[src/rtl/zclk_return_rx_if.sv]
// ============================================================================
// zclk_return_rx_if : status/strobe bundle between zclk_return_rx and its users
// Rev 1.0
// ============================================================================
`default_nettype none

interface zclk_return_rx_if;
  logic       zclk;
  logic       zpos_exp;
  logic       err_clr;
  logic       rz_pos;
  logic       rz_neg;
  logic [5:0] period;
  logic       period_vld;
  logic [1:0] rate;
  logic       stall;
  logic       err_miss;
  logic       err_spur;
  logic [7:0] err_cnt;

  modport slave (
    input  zclk, zpos_exp, err_clr,
    output rz_pos, rz_neg, period, period_vld, rate, stall,
           err_miss, err_spur, err_cnt
  );

  modport master (
    output zclk, zpos_exp, err_clr,
    input  rz_pos, rz_neg, period, period_vld, rate, stall,
           err_miss, err_spur, err_cnt
  );
endinterface

`default_nettype wire

[src/rtl/zclk_return_rx.sv]
// ============================================================================
// zclk_return_rx : recovers returned Z80 clock edges, period, rate and stall;
// zpos cross-checker built only with ZCLK_RX_CHECK_EN defined.  Rev 1.0
// ============================================================================
`default_nettype none

module zclk_return_rx #(
  parameter int STALL_LIM = 32,
  parameter int WIN       = 4
) (
  input wire              fclk,
  input wire              rst_n,
  zclk_return_rx_if.slave bus
);

  localparam logic [5:0] c_stall_lim = 6'(STALL_LIM);
  localparam logic [5:0] c_pc_max    = 6'd63;

  logic       s1_q, s1_d, s2_q, s2_d, s3_q, s3_d;
  logic [1:0] arm_q, arm_d;
  logic       armed;
  logic       rz_pos_q, rz_pos_d, rz_neg_q, rz_neg_d;
  logic [5:0] pc_q, pc_d;
  logic [5:0] period_q, period_d;
  logic       period_vld_q, period_vld_d;
  logic [1:0] rate_q, rate_d;
  logic       stall_q, stall_d;
  logic       seen_q, seen_d;

  function automatic logic [1:0] rate_of(input logic [5:0] p);
    if (p <= 6'd2)       return 2'b10;
    else if (p <= 6'd5)  return 2'b01;
    else if (p <= 6'd10) return 2'b00;
    else                 return 2'b11;
  endfunction

  always_comb begin
    s1_d  = bus.zclk;
    s2_d  = s1_q;
    s3_d  = s2_q;
    armed = (arm_q == 2'd3);
    arm_d = armed ? arm_q : arm_q + 2'd1;

    // Arming keeps a zclk already high at reset release from looking like a rise
    rz_pos_d = s2_q & ~s3_q & armed;
    rz_neg_d = ~s2_q & s3_q & armed;

    pc_d = rz_pos_q ? 6'd1 : ((pc_q == c_pc_max) ? pc_q : pc_q + 6'd1);

    period_d     = period_q;
    period_vld_d = period_vld_q;
    rate_d       = rate_q;
    stall_d      = stall_q;
    seen_d       = seen_q;

    if (rz_pos_q) begin
      period_d     = pc_q;
      period_vld_d = seen_q;
      rate_d       = seen_q ? rate_of(pc_q) : 2'b11;
      seen_d       = 1'b1;
      stall_d      = 1'b0;
    end else if (pc_q == c_stall_lim) begin
      stall_d      = 1'b1;
      period_vld_d = 1'b0;
      rate_d       = 2'b11;
      seen_d       = 1'b0;
    end
  end

  always_ff @(posedge fclk or negedge rst_n) begin
    if (!rst_n) begin
      s1_q         <= 1'b0;
      s2_q         <= 1'b0;
      s3_q         <= 1'b0;
      arm_q        <= 2'd0;
      rz_pos_q     <= 1'b0;
      rz_neg_q     <= 1'b0;
      pc_q         <= 6'd0;
      period_q     <= 6'd0;
      period_vld_q <= 1'b0;
      rate_q       <= 2'b11;
      stall_q      <= 1'b0;
      seen_q       <= 1'b0;
    end else begin
      s1_q         <= s1_d;
      s2_q         <= s2_d;
      s3_q         <= s3_d;
      arm_q        <= arm_d;
      rz_pos_q     <= rz_pos_d;
      rz_neg_q     <= rz_neg_d;
      pc_q         <= pc_d;
      period_q     <= period_d;
      period_vld_q <= period_vld_d;
      rate_q       <= rate_d;
      stall_q      <= stall_d;
      seen_q       <= seen_d;
    end
  end

  assign bus.rz_pos     = rz_pos_q;
  assign bus.rz_neg     = rz_neg_q;
  assign bus.period     = period_q;
  assign bus.period_vld = period_vld_q;
  assign bus.rate       = rate_q;
  assign bus.stall      = stall_q;

`ifdef ZCLK_RX_CHECK_EN
  localparam logic [3:0] c_win = 4'(WIN);

  logic       pend_q, pend_d;
  logic [3:0] wc_q, wc_d;
  logic       err_miss_q, err_miss_d, err_spur_q, err_spur_d;
  logic [7:0] err_cnt_q, err_cnt_d;

  always_comb begin
    pend_d     = pend_q;
    wc_d       = wc_q;
    err_miss_d = 1'b0;
    err_spur_d = 1'b0;

    if (bus.zpos_exp) begin
      if (pend_q && !rz_pos_q) err_miss_d = 1'b1;
      if (!pend_q && rz_pos_q) begin
        pend_d = 1'b0;
      end else begin
        pend_d = 1'b1;
        wc_d   = c_win;
      end
    end else if (pend_q) begin
      // Window expires when wc would decrement to zero without a rise
      if (rz_pos_q) begin
        pend_d = 1'b0;
      end else if (wc_q <= 4'd1) begin
        err_miss_d = 1'b1;
        pend_d     = 1'b0;
        wc_d       = 4'd0;
      end else begin
        wc_d = wc_q - 4'd1;
      end
    end else if (rz_pos_q) begin
      err_spur_d = 1'b1;
    end

    err_cnt_d = err_cnt_q;
    if (bus.err_clr)
      err_cnt_d = 8'd0;
    else if ((err_miss_q || err_spur_q) && (err_cnt_q != 8'hff))
      err_cnt_d = err_cnt_q + 8'd1;
  end

  always_ff @(posedge fclk or negedge rst_n) begin
    if (!rst_n) begin
      pend_q     <= 1'b0;
      wc_q       <= 4'd0;
      err_miss_q <= 1'b0;
      err_spur_q <= 1'b0;
      err_cnt_q  <= 8'd0;
    end else begin
      pend_q     <= pend_d;
      wc_q       <= wc_d;
      err_miss_q <= err_miss_d;
      err_spur_q <= err_spur_d;
      err_cnt_q  <= err_cnt_d;
    end
  end

  assign bus.err_miss = err_miss_q;
  assign bus.err_spur = err_spur_q;
  assign bus.err_cnt  = err_cnt_q;
`else
  logic unused_inputs;
  assign unused_inputs = bus.zpos_exp ^ bus.err_clr;

  assign bus.err_miss = 1'b0;
  assign bus.err_spur = 1'b0;
  assign bus.err_cnt  = 8'd0;
`endif

endmodule

`default_nettype wire

[src/flat_wrapper.sv]
// flat-port wrapper written by rule: the top's interface ports become plain ports
module zclk_return_rx_flat 
#(
  parameter int STALL_LIM = 32,
  parameter int WIN       = 4
)
  (fclk, rst_n, bus_zclk, bus_zpos_exp, bus_err_clr, bus_rz_pos, bus_rz_neg, bus_period, bus_period_vld, bus_rate, bus_stall, bus_err_miss, bus_err_spur, bus_err_cnt);
  zclk_return_rx_if bus_i ();
  input wire fclk;
  input wire rst_n;
  input wire logic [$bits(bus_i.zclk)-1:0] bus_zclk;
  input wire logic [$bits(bus_i.zpos_exp)-1:0] bus_zpos_exp;
  input wire logic [$bits(bus_i.err_clr)-1:0] bus_err_clr;
  output wire logic [$bits(bus_i.rz_pos)-1:0] bus_rz_pos;
  output wire logic [$bits(bus_i.rz_neg)-1:0] bus_rz_neg;
  output wire logic [$bits(bus_i.period)-1:0] bus_period;
  output wire logic [$bits(bus_i.period_vld)-1:0] bus_period_vld;
  output wire logic [$bits(bus_i.rate)-1:0] bus_rate;
  output wire logic [$bits(bus_i.stall)-1:0] bus_stall;
  output wire logic [$bits(bus_i.err_miss)-1:0] bus_err_miss;
  output wire logic [$bits(bus_i.err_spur)-1:0] bus_err_spur;
  output wire logic [$bits(bus_i.err_cnt)-1:0] bus_err_cnt;
  assign bus_i.zclk = bus_zclk;
  assign bus_i.zpos_exp = bus_zpos_exp;
  assign bus_i.err_clr = bus_err_clr;
  assign bus_rz_pos = bus_i.rz_pos;
  assign bus_rz_neg = bus_i.rz_neg;
  assign bus_period = bus_i.period;
  assign bus_period_vld = bus_i.period_vld;
  assign bus_rate = bus_i.rate;
  assign bus_stall = bus_i.stall;
  assign bus_err_miss = bus_i.err_miss;
  assign bus_err_spur = bus_i.err_spur;
  assign bus_err_cnt = bus_i.err_cnt;
  zclk_return_rx #(.STALL_LIM(STALL_LIM), .WIN(WIN)) u_core (.fclk(fclk), .rst_n(rst_n), .bus(bus_i));
endmodule
[config.mk]
export PLATFORM = sky130hd
export DESIGN_NAME = zclk_return_rx_flat
export DESIGN_NICKNAME = d
export VERILOG_FILES = /design/src/rtl/zclk_return_rx_if.sv /design/src/rtl/zclk_return_rx.sv /design/src/flat_wrapper.sv
export SDC_FILE = /design/constraint.sdc
export NUM_CORES = 1
export LEC_CHECK = 0
export CELL_PAD_IN_SITES_DETAIL_PLACEMENT = 1
export CELL_PAD_IN_SITES_GLOBAL_PLACEMENT = 1
export CORE_ASPECT_RATIO = 1.1
export CORE_MARGIN = 3
export CORE_UTILIZATION = 40
export DETAILED_ROUTE_END_ITERATION = 8
export GPL_TIMING_DRIVEN = 0
export PLACE_DENSITY_LB_ADDON = 0.1
export SETUP_SLACK_MARGIN = 0.05
export SYNTH_ARGS = -nofsm -noshare
export SYNTH_HDL_FRONTEND = slang
export SYNTH_SLANG_ARGS = --single-unit
[constraint.sdc]
create_clock -name fclk -period 2.2 [get_ports fclk]
set_input_delay 0.44 -clock fclk [delete_from_list [all_inputs] [get_ports fclk]]
set_output_delay 0.44 -clock fclk [all_outputs]
set_load 0.02 [all_outputs]
## Word level (Yosys, flattened, before mapping)

Cells that the tools add are included.

- Add/sub/neg operators: 2
- Multiply operators: 0
- Divide/modulo/power cells: 0
- Magnitude comparators: 3
- Equal/unequal tests: 4
- Shifts and indexed selects: 0
- Mux-type cells: 13
- Bitwise logic cells: 6
- Reduce and logical (&&, ||, !) cells: 1

Operators with widths:

| cell | number |
|---|---|
| equality test 6 bit, second input constant | 2 |
| two-way mux 2 bit | 6 |
| two-way mux 6 bit | 2 |
| adder 6 x 1 -> 6 bit, second input constant | 1 |
| <= comparator 6 x 2 -> 1 bit, second input constant | 1 |
| <= comparator 6 x 3 -> 1 bit, second input constant | 1 |
| <= comparator 6 x 4 -> 1 bit, second input constant | 1 |
| two-way mux 1 bit | 5 |
| bitwise AND 1 bit | 4 |
| adder 2 x 1 -> 2 bit, second input constant | 1 |
| equality test 2 bit, second input constant | 1 |
| != test 2 x 1 -> 1 bit, second input constant | 1 |
| inverter 1 bit | 2 |
| nonzero test 2 bit | 1 |

- Flip-flop bits (word level): 24
- Latch bits: 0
- RAM bits: 0
- Bits in read-only memories: 0
- Input bits: 5
- Output and inout bits: 22
- Logic and storage cells: 41
- Memories: 0

## Longest topological paths before layout

- Word-level depth: 6
- Depth in mapped cells: 5
- Depth with buffers taken out: 5

## Worst setup path before layout

No wires, ideal clock.

- Kind: reg-to-reg
- From: register u_core.pc_q[0]
- To: register u_core.rate_q[0], in the netlist u_core.bus.rate[0]
- Library setup time: 88 ps
- Arrival time: 1,334 ps
- Required time: 2,112 ps
- Slack: 778 ps
- Stages on the path, launching flop included: 6
- Buffers on the path: 0
- Clock period less this slack: 1,422 ps
- Path through: dfrtp_1 inv_1 ha_1 or4b_1 o21ai_0 a211oi_1

- Cells in the longest elaborated chain, start to end: 6

RTL lines:

| element | RTL line | text |
|---|---|---|
| from (decl) | zclk_return_rx.sv:23 | `logic [5:0] pc_q, pc_d;` |
| from (signal assigned) | zclk_return_rx.sv:91 | `pc_q <= pc_d;` |
| <= comparator 6 x 4 -> 1 bit | zclk_return_rx.sv:33 | `else if (p <= 6'd10) return 2'b00;` |
| two-way mux 2 bit | zclk_return_rx.sv:33 |  |
| two-way mux 2 bit | zclk_return_rx.sv:32 | `else if (p <= 6'd5) return 2'b01;` |
| two-way mux 2 bit | zclk_return_rx.sv:31 | `if (p <= 6'd2) return 2'b10;` |
| two-way mux 2 bit | zclk_return_rx.sv:59 | `rate_d = seen_q ? rate_of(pc_q) : 2'b11;` |
| two-way mux 2 bit | zclk_return_rx.sv:56 | `if (rz_pos_q) begin` |
| to (signal assigned) | zclk_return_rx.sv:94 | `rate_q <= rate_d;` |
| to (decl) | zclk_return_rx.sv:26 | `logic [1:0] rate_q, rate_d;` |

Several ways; a longest one is shown, not always the timed one.
A chain may end at the register's enable or synchronous reset.

## Final worst setup path

- From: register u_core.rate_q[0], in the netlist u_core.bus.rate[0]
- To: output port bus_rate[0]

RTL lines:

| element | RTL line | text |
|---|---|---|
| to (decl) | flat_wrapper.sv:18 | `output wire logic [$bits(bus_i.rate)-1:0] bus_rate;` |

No word-level cell between the ends.

==> impl_metrics.env <==
export IMPL_p_leak_uw=0.000651
export IMPL_n_antenna_cell=0
export IMPL_synth_area_um2=1170
export IMPL_clk_pin_slew_ns=0.13
export IMPL_tritoncts="yes"
export IMPL_final_fill_count=305
export IMPL_postCtsSetupRepairBufs=0
export IMPL_final_hold_viol_count=0
export IMPL_rows=19
export IMPL_max_freq_ghz=0.528
export IMPL_initial_core_util_pct=44.2
export IMPL_yosysMostFrequentCell="dfrtp_1"
export IMPL_async_flop_share_pct=100
export IMPL_grt_pass1_wl_um=4390
export IMPL_crit_type="register to output port"
export IMPL_cp_startpoint="u_core.bus.rate[0]$_DFFE_PN1P_"
export IMPL_cp_slowest_cell="clkdlybuf4s50_1"
export IMPL_vias=857
export IMPL_root_buffer="clkbuf_4"
export IMPL_vias_per_cell=5.23
export IMPL_hold_class="register to register"
export IMPL_synth_cell_types=32
export IMPL_drive_above_1_share_pct=21.8
export IMPL_r2r_start="u_core.pc_q[0]$_DFFE_PN0P_"
export IMPL_pin_count=27
export IMPL_slew_headroom_pct=30.6
export IMPL_ant_nets=0
export IMPL_drc=0
export IMPL_tightest_slew_ns=1.04
export IMPL_clock_path_buffers=2
export IMPL_cp_start_kind="register"
export IMPL_setup_violations=0
export IMPL_clock_latency_ns=0.31
export IMPL_critical_path_endpoint_type="output port"
export IMPL_ys_seq_area_share_pct=51.7
export IMPL_yosysTopAreaCell="dfrtp_1"
export IMPL_grt_overflow=0
export IMPL_synth_edf_count=0
export IMPL_hpwlAfterDp_um=1780
export IMPL_globalplace_congestion=0.718
export IMPL_ys_ff_latch=24
export IMPL_synth_top_area_share_pct=47.2
export IMPL_ys_flop_type="dfrtp_1"
export IMPL_port_buffers=14
export IMPL_yosys_warnings=0
export IMPL_critPathArrivalTime_ns=1.45
export IMPL_postSynthAreaPerCell_um2=11.0
export IMPL_firstDrtPassIters=4
export IMPL_die_area_um2=3600
export IMPL_powerDensity_nw_per_um2=967
export IMPL_crit_chain="clkdlybuf4s50_1"
export IMPL_timing_hold_ws_ns=0.376
export IMPL_ys_top_cells_by_count="22 x dfrtp_1, 10 x buf_4, 7 x mux2_2"
export IMPL_syn2layout_area_growth_pct=20.5
export IMPL_grt_pass1_vias=901
export IMPL_grt_max_degree=25
export IMPL_skew_ns=0.00775
export IMPL_holdCritStartpoint="u_core.s1_q$_DFF_PN0_"
export IMPL_rsz0062_at_grt="no"
export IMPL_timing_final_crit_share_pct=86.1
export IMPL_fin_crit_ns=1.89
export IMPL_syn_inst=106
export IMPL_vdd_ir_drop_max_v=0.000651
export IMPL_synthTopCellsByArea="dfrtp_1 47%, mux2_2 6.8%, buf_4 6.4%"
export IMPL_required_ns=1.76
export IMPL_die_width_um=57.5
export IMPL_fp_coreArea_um2=2640
export IMPL_maxCapViolations=0
export IMPL_reg2reg_slack_ns=0.59
export IMPL_cp_top_family="buffers and inverters"
export IMPL_cts_sinks=24
export IMPL_tns_ns=0
export IMPL_cts_resized=0
export IMPL_wl_um=2400
export IMPL_max_stage_delay_ns=0.59
export IMPL_status="finished clean"
export IMPL_worstPathMaxFanout=2
export IMPL_die_y_um=62.7
export IMPL_path_buf_inv=1
export IMPL_initialDrtViolationCount=31
export IMPL_cts_buffers=3
export IMPL_grtUsageTotal_pct=15.3
export IMPL_cts_htree_levels=1
export IMPL_wl_per_cell_um=14.6
export IMPL_drv_slew=0
export IMPL_nets=144
export IMPL_postCtsHoldBufs=0
export IMPL_antenna_found_initial=0
==> metal layers <==
layer	global-route usage (%)	share of wire, %	vias to the layer above
met2	25.0	49	19
met1	19.8	44	428
met5	0	0	-
met4	5.22	1.4	0
li1	-	-	406
met3	3.31	5.0	4
==> area by class of cell <==
class	count	area [µm²]	area share [%]
buffer	15	100	7.12
sequential	24	603	42.9
multi-input combinational	71	479	34.1
tap	31	38.8	2.76
clock buffer	4	26.3	1.87
timing repair buffer	14	140	9.96
inverter	5	18.8	1.33
==> sequential cells by signal, indices dropped and copies added, names as in the netlist <==
register / flops
u_core.bus.period: 6
u_core.pc_q: 6
u_core.bus.period_vld: 1
u_core.bus.stall: 1
u_core.s2_q: 1
u_core.arm_q: 2
u_core.bus.rz_pos: 1
u_core.bus.rate: 2
u_core.s3_q: 1
u_core.bus.rz_neg: 1
u_core.seen_q: 1
u_core.s1_q: 1
==> metrics by stage <==
step	total power [µW]	instance area (µm²)	worst slack, ns	instances	util, %
after floorplan	958	1200	0.778	115	-
after global placement	1150	1380	0.447	160	52.3
after detailed placement	1170	1380	0.409	160	52.3
after CTS	1370	1410	0.297	164	53.3
after global routing	1460	1410	0.255	164	53.3
final	1360	1410	0.306	164	53.3
==> power by group <==
group / internal (µW) / switching (µW) / total (µW)
Sequential: 544 / 80.5 / 625
Combinational: 239 / 294 / 532
Clock: 70.9 / 132 / 202
Total: 854 / 506 / 1360
==> final timing paths <==
check / to / cells after the start
max: bus_rate[0] / 1
min: u_core.s2_q$_DFF_PN0_ / 0
max reg2reg: u_core.bus.rate[0]$_DFFE_PN1P_ / 5
min reg2reg: u_core.s2_q$_DFF_PN0_ / 0
max in group asynchronous: u_core.seen_q$_DFFE_PN0P_ / 1
min in group asynchronous: u_core.pc_q[1]$_DFFE_PN0P_ / 1
==> layout by cell type, fill, tap and decap left out, types with 2 or more instances in the layout <==
cell	netlist	layout
dfrtp_1	22	22
clkdlybuf4s50_1	0	14
buf_4	10	10
conb_1	1	10
mux2_2	7	7
inv_1	5	5
buf_2	5	5
o21ai_0	5	5
nor3_1	5	5
ha_1	5	5
nand2_1	4	4
nor2_1	4	4
nand3_1	4	4
a31oi_1	4	4
or3_1	3	3
clkbuf_4	0	3
nand2b_1	2	2
a21o_1	2	2
a21oi_1	2	2
dfstp_2	2	2
==> kinds of logic (layout without fill, tap and decap cells) <==
family,after synthesis,count (layout),synth area share [%]
buffers and inverters,20,38,10.2
DFF,24,24,51.7
other,1,10,0.321
adders and majority gates,5,5,5.36
muxes,7,7,6.75
and+or+nand+nor,30,30,14.8
xor gates and xnor gates,1,1,0.750
AOI/OAI and AO/OA,18,18,10.2
Power figures use the tool's default switching activity.
==> patch (config.mk and constraints unchanged) <==
Build with the macro `ZCLK_RX_CHECK_EN` defined.
--- a/src/rtl/zclk_return_rx.sv
+++ b/src/rtl/zclk_return_rx.sv
@@ -4,4 +4,6 @@
 // ============================================================================
 `default_nettype none
+
+`define ZCLK_RX_CHECK_EN
 
 module zclk_return_rx #(
Behaviour: not the same (a bounded check fails within 4 cycles, from zero or initial values and one cycle with rst_n low).
==> patch against the unedited design <==
- sequential power is 52% higher
- first-iteration DRC count is 130% higher
- fmax is 0.34% higher
- power is 51% higher
- core utilization is 1.6 points lower
- synthesized area is 61% higher
- setup slack better by 6.5 ps
- cell area is 62% higher
- wire length is 80% higher
- cell count is 59% higher
- sequential cell count is 15 higher
==> patch: results <==
export IMPL_clock_skew_ps=5.02
export IMPL_path_clk_slew_ps=80
export IMPL_cts_root_buf="clkbuf_8"
export IMPL_vias_per_cell=5.73
export IMPL_async_flop_share_pct=100
export IMPL_synth_top_cells_by_count="37 x dfrtp_1, 13 x inv_1, 9 x a21oi_1, 9 x nor2_1, 9 x nor3_1"
export IMPL_status="finished, final reports clean"
export IMPL_cpMaxStageDelayCell="clkdlybuf4s50_1"
export IMPL_synthesis_nets=187
export IMPL_gp_congestion=0.853
export IMPL_leakagePower_uw=0.000952
export IMPL_drive_gt1_share_pct=10.1
export IMPL_cts_buffers_inserted=5
export IMPL_drtPass1Iterations=4
export IMPL_port_buffers=25
export IMPL_drtIter0Drc=72
export IMPL_cp_max_fo=7
export IMPL_grt_pass1_vias=1600
export IMPL_grt_pass1_wl_um=7670
export IMPL_post_dp_hpwl_um=3170
export IMPL_clockBufferDepth=2
export IMPL_finalNetCount=219
export IMPL_max_stage_delay_ps=660
export IMPL_ir_drop_uv=514
export IMPL_synth_area_leaders="dfrtp_1 49%, ha_1 5.3%, mux2_2 3.6%"
export IMPL_r2r_slack_ps=450
export IMPL_largest_reg_flops=8
export IMPL_cts_resized=0
export IMPL_ys_seq_area_share_pct=52.1
export IMPL_slew_headroom_pct=43.1
export IMPL_routedWlPerCell_um=16.6
export IMPL_grt_max_degree=40
export IMPL_clock_latency_ps=290
export IMPL_arrival_ps=1450
export IMPL_cap_violations=0
export IMPL_hold_worst_slack_ps=259
export IMPL_htreeDepth=2
export IMPL_hold_class="input pin to asynchronous set/reset pin"
export IMPL_cp_top_family="buffers and inverters"
export IMPL_antenna_cells=0
export IMPL_track_usage_pct=17.2
export IMPL_yosysWarningCount=0
export IMPL_synth_most_common_cell="dfrtp_1"
export IMPL_antenna_found_initial=0
export IMPL_synth_cell_types=47
export IMPL_post_cts_buffers=0
[patch: changes by cell type after synthesis, sizes merged, moves of 4 or more]
cell	before	now
a211oi	1	5
nand2	4	8
inv	5	14
nor3	5	10
dfrtp	22	37
nor2	4	9
clkbuf	0	6
a21oi	2	9
buf	15	2
[patch: kinds of logic (layout without fill, tap and decap cells)]
family / after synthesis / in the layout / synth area share [%]
simple gates: 49 / 49 / 14.1
compound gates: 44 / 44 / 16.8
flops: 39 / 39 / 52.1
xor+xnor: 2 / 2 / 0.934
fa+ha+maj: 8 / 8 / 5.33
mux: 10 / 10 / 5.87
buf+inv: 22 / 55 / 4.80
[patch: cell type report]
cell class | instances | area, um2
Multi-Input combinational cell | 113 | 808
Fill cell | 494 | 2130
Clock buffer | 5 | 68.8
Tap cell | 54 | 67.6
Clock inverter | 3 | 20.0
Timing Repair Buffer | 25 | 245
Buffer | 8 | 37.5
Sequential cell | 39 | 978
Inverter | 14 | 52.6
[patch: power by group]
| part | total [uW] | switching, uW | internal [uW] |
|---|---|---|---|
| combinational | 632 | 360 | 272 |
| clock | 476 | 255 | 221 |
| sequential | 948 | 107 | 841 |
[patch: path summary, 6_finish.rpt]
check                                      start               endpoint  cells past startpoint
hold / removal                             rst_n  u_core.bus.err_cnt[7]                      1
hold reg to reg                      u_core.s1_q            u_core.s2_q                      0
max in group asynchronous                  rst_n   u_core.bus.period[1]                      1
setup / recovery             u_core.bus.err_miss           bus_err_miss                      1
min in group fclk                    u_core.s1_q            u_core.s2_q                      0
setup reg to reg           u_core.bus.err_cnt[0]  u_core.bus.err_cnt[0]                      5
[patch: stage by stage]
| step | cell area [um2] | cells | power [uW] | util [%] | worst slack, ps |
|---|---|---|---|---|---|
| after detailed placement | 2190 | 253 | 1600 | 49.6 | 462 |
| after CTS | 2280 | 261 | 2090 | 51.7 | 313 |
| final | 2280 | 261 | 2060 | 51.7 | 313 |
| after floorplan | 1880 | 174 | 1330 | - | 506 |
| after global routing | 2280 | 261 | 2200 | 51.7 | 276 |
| after global placement | 2190 | 253 | 1560 | 49.8 | -216 |
[patch: routing by layer]
layer	global-route usage (%)	vias to the layer above	wire [um]
met5	0	-	0
met2	28.2	39	2220
met4	6.39	0	46
li1	-	704	-
met1	22.2	747	1890
met3	3.50	6	164
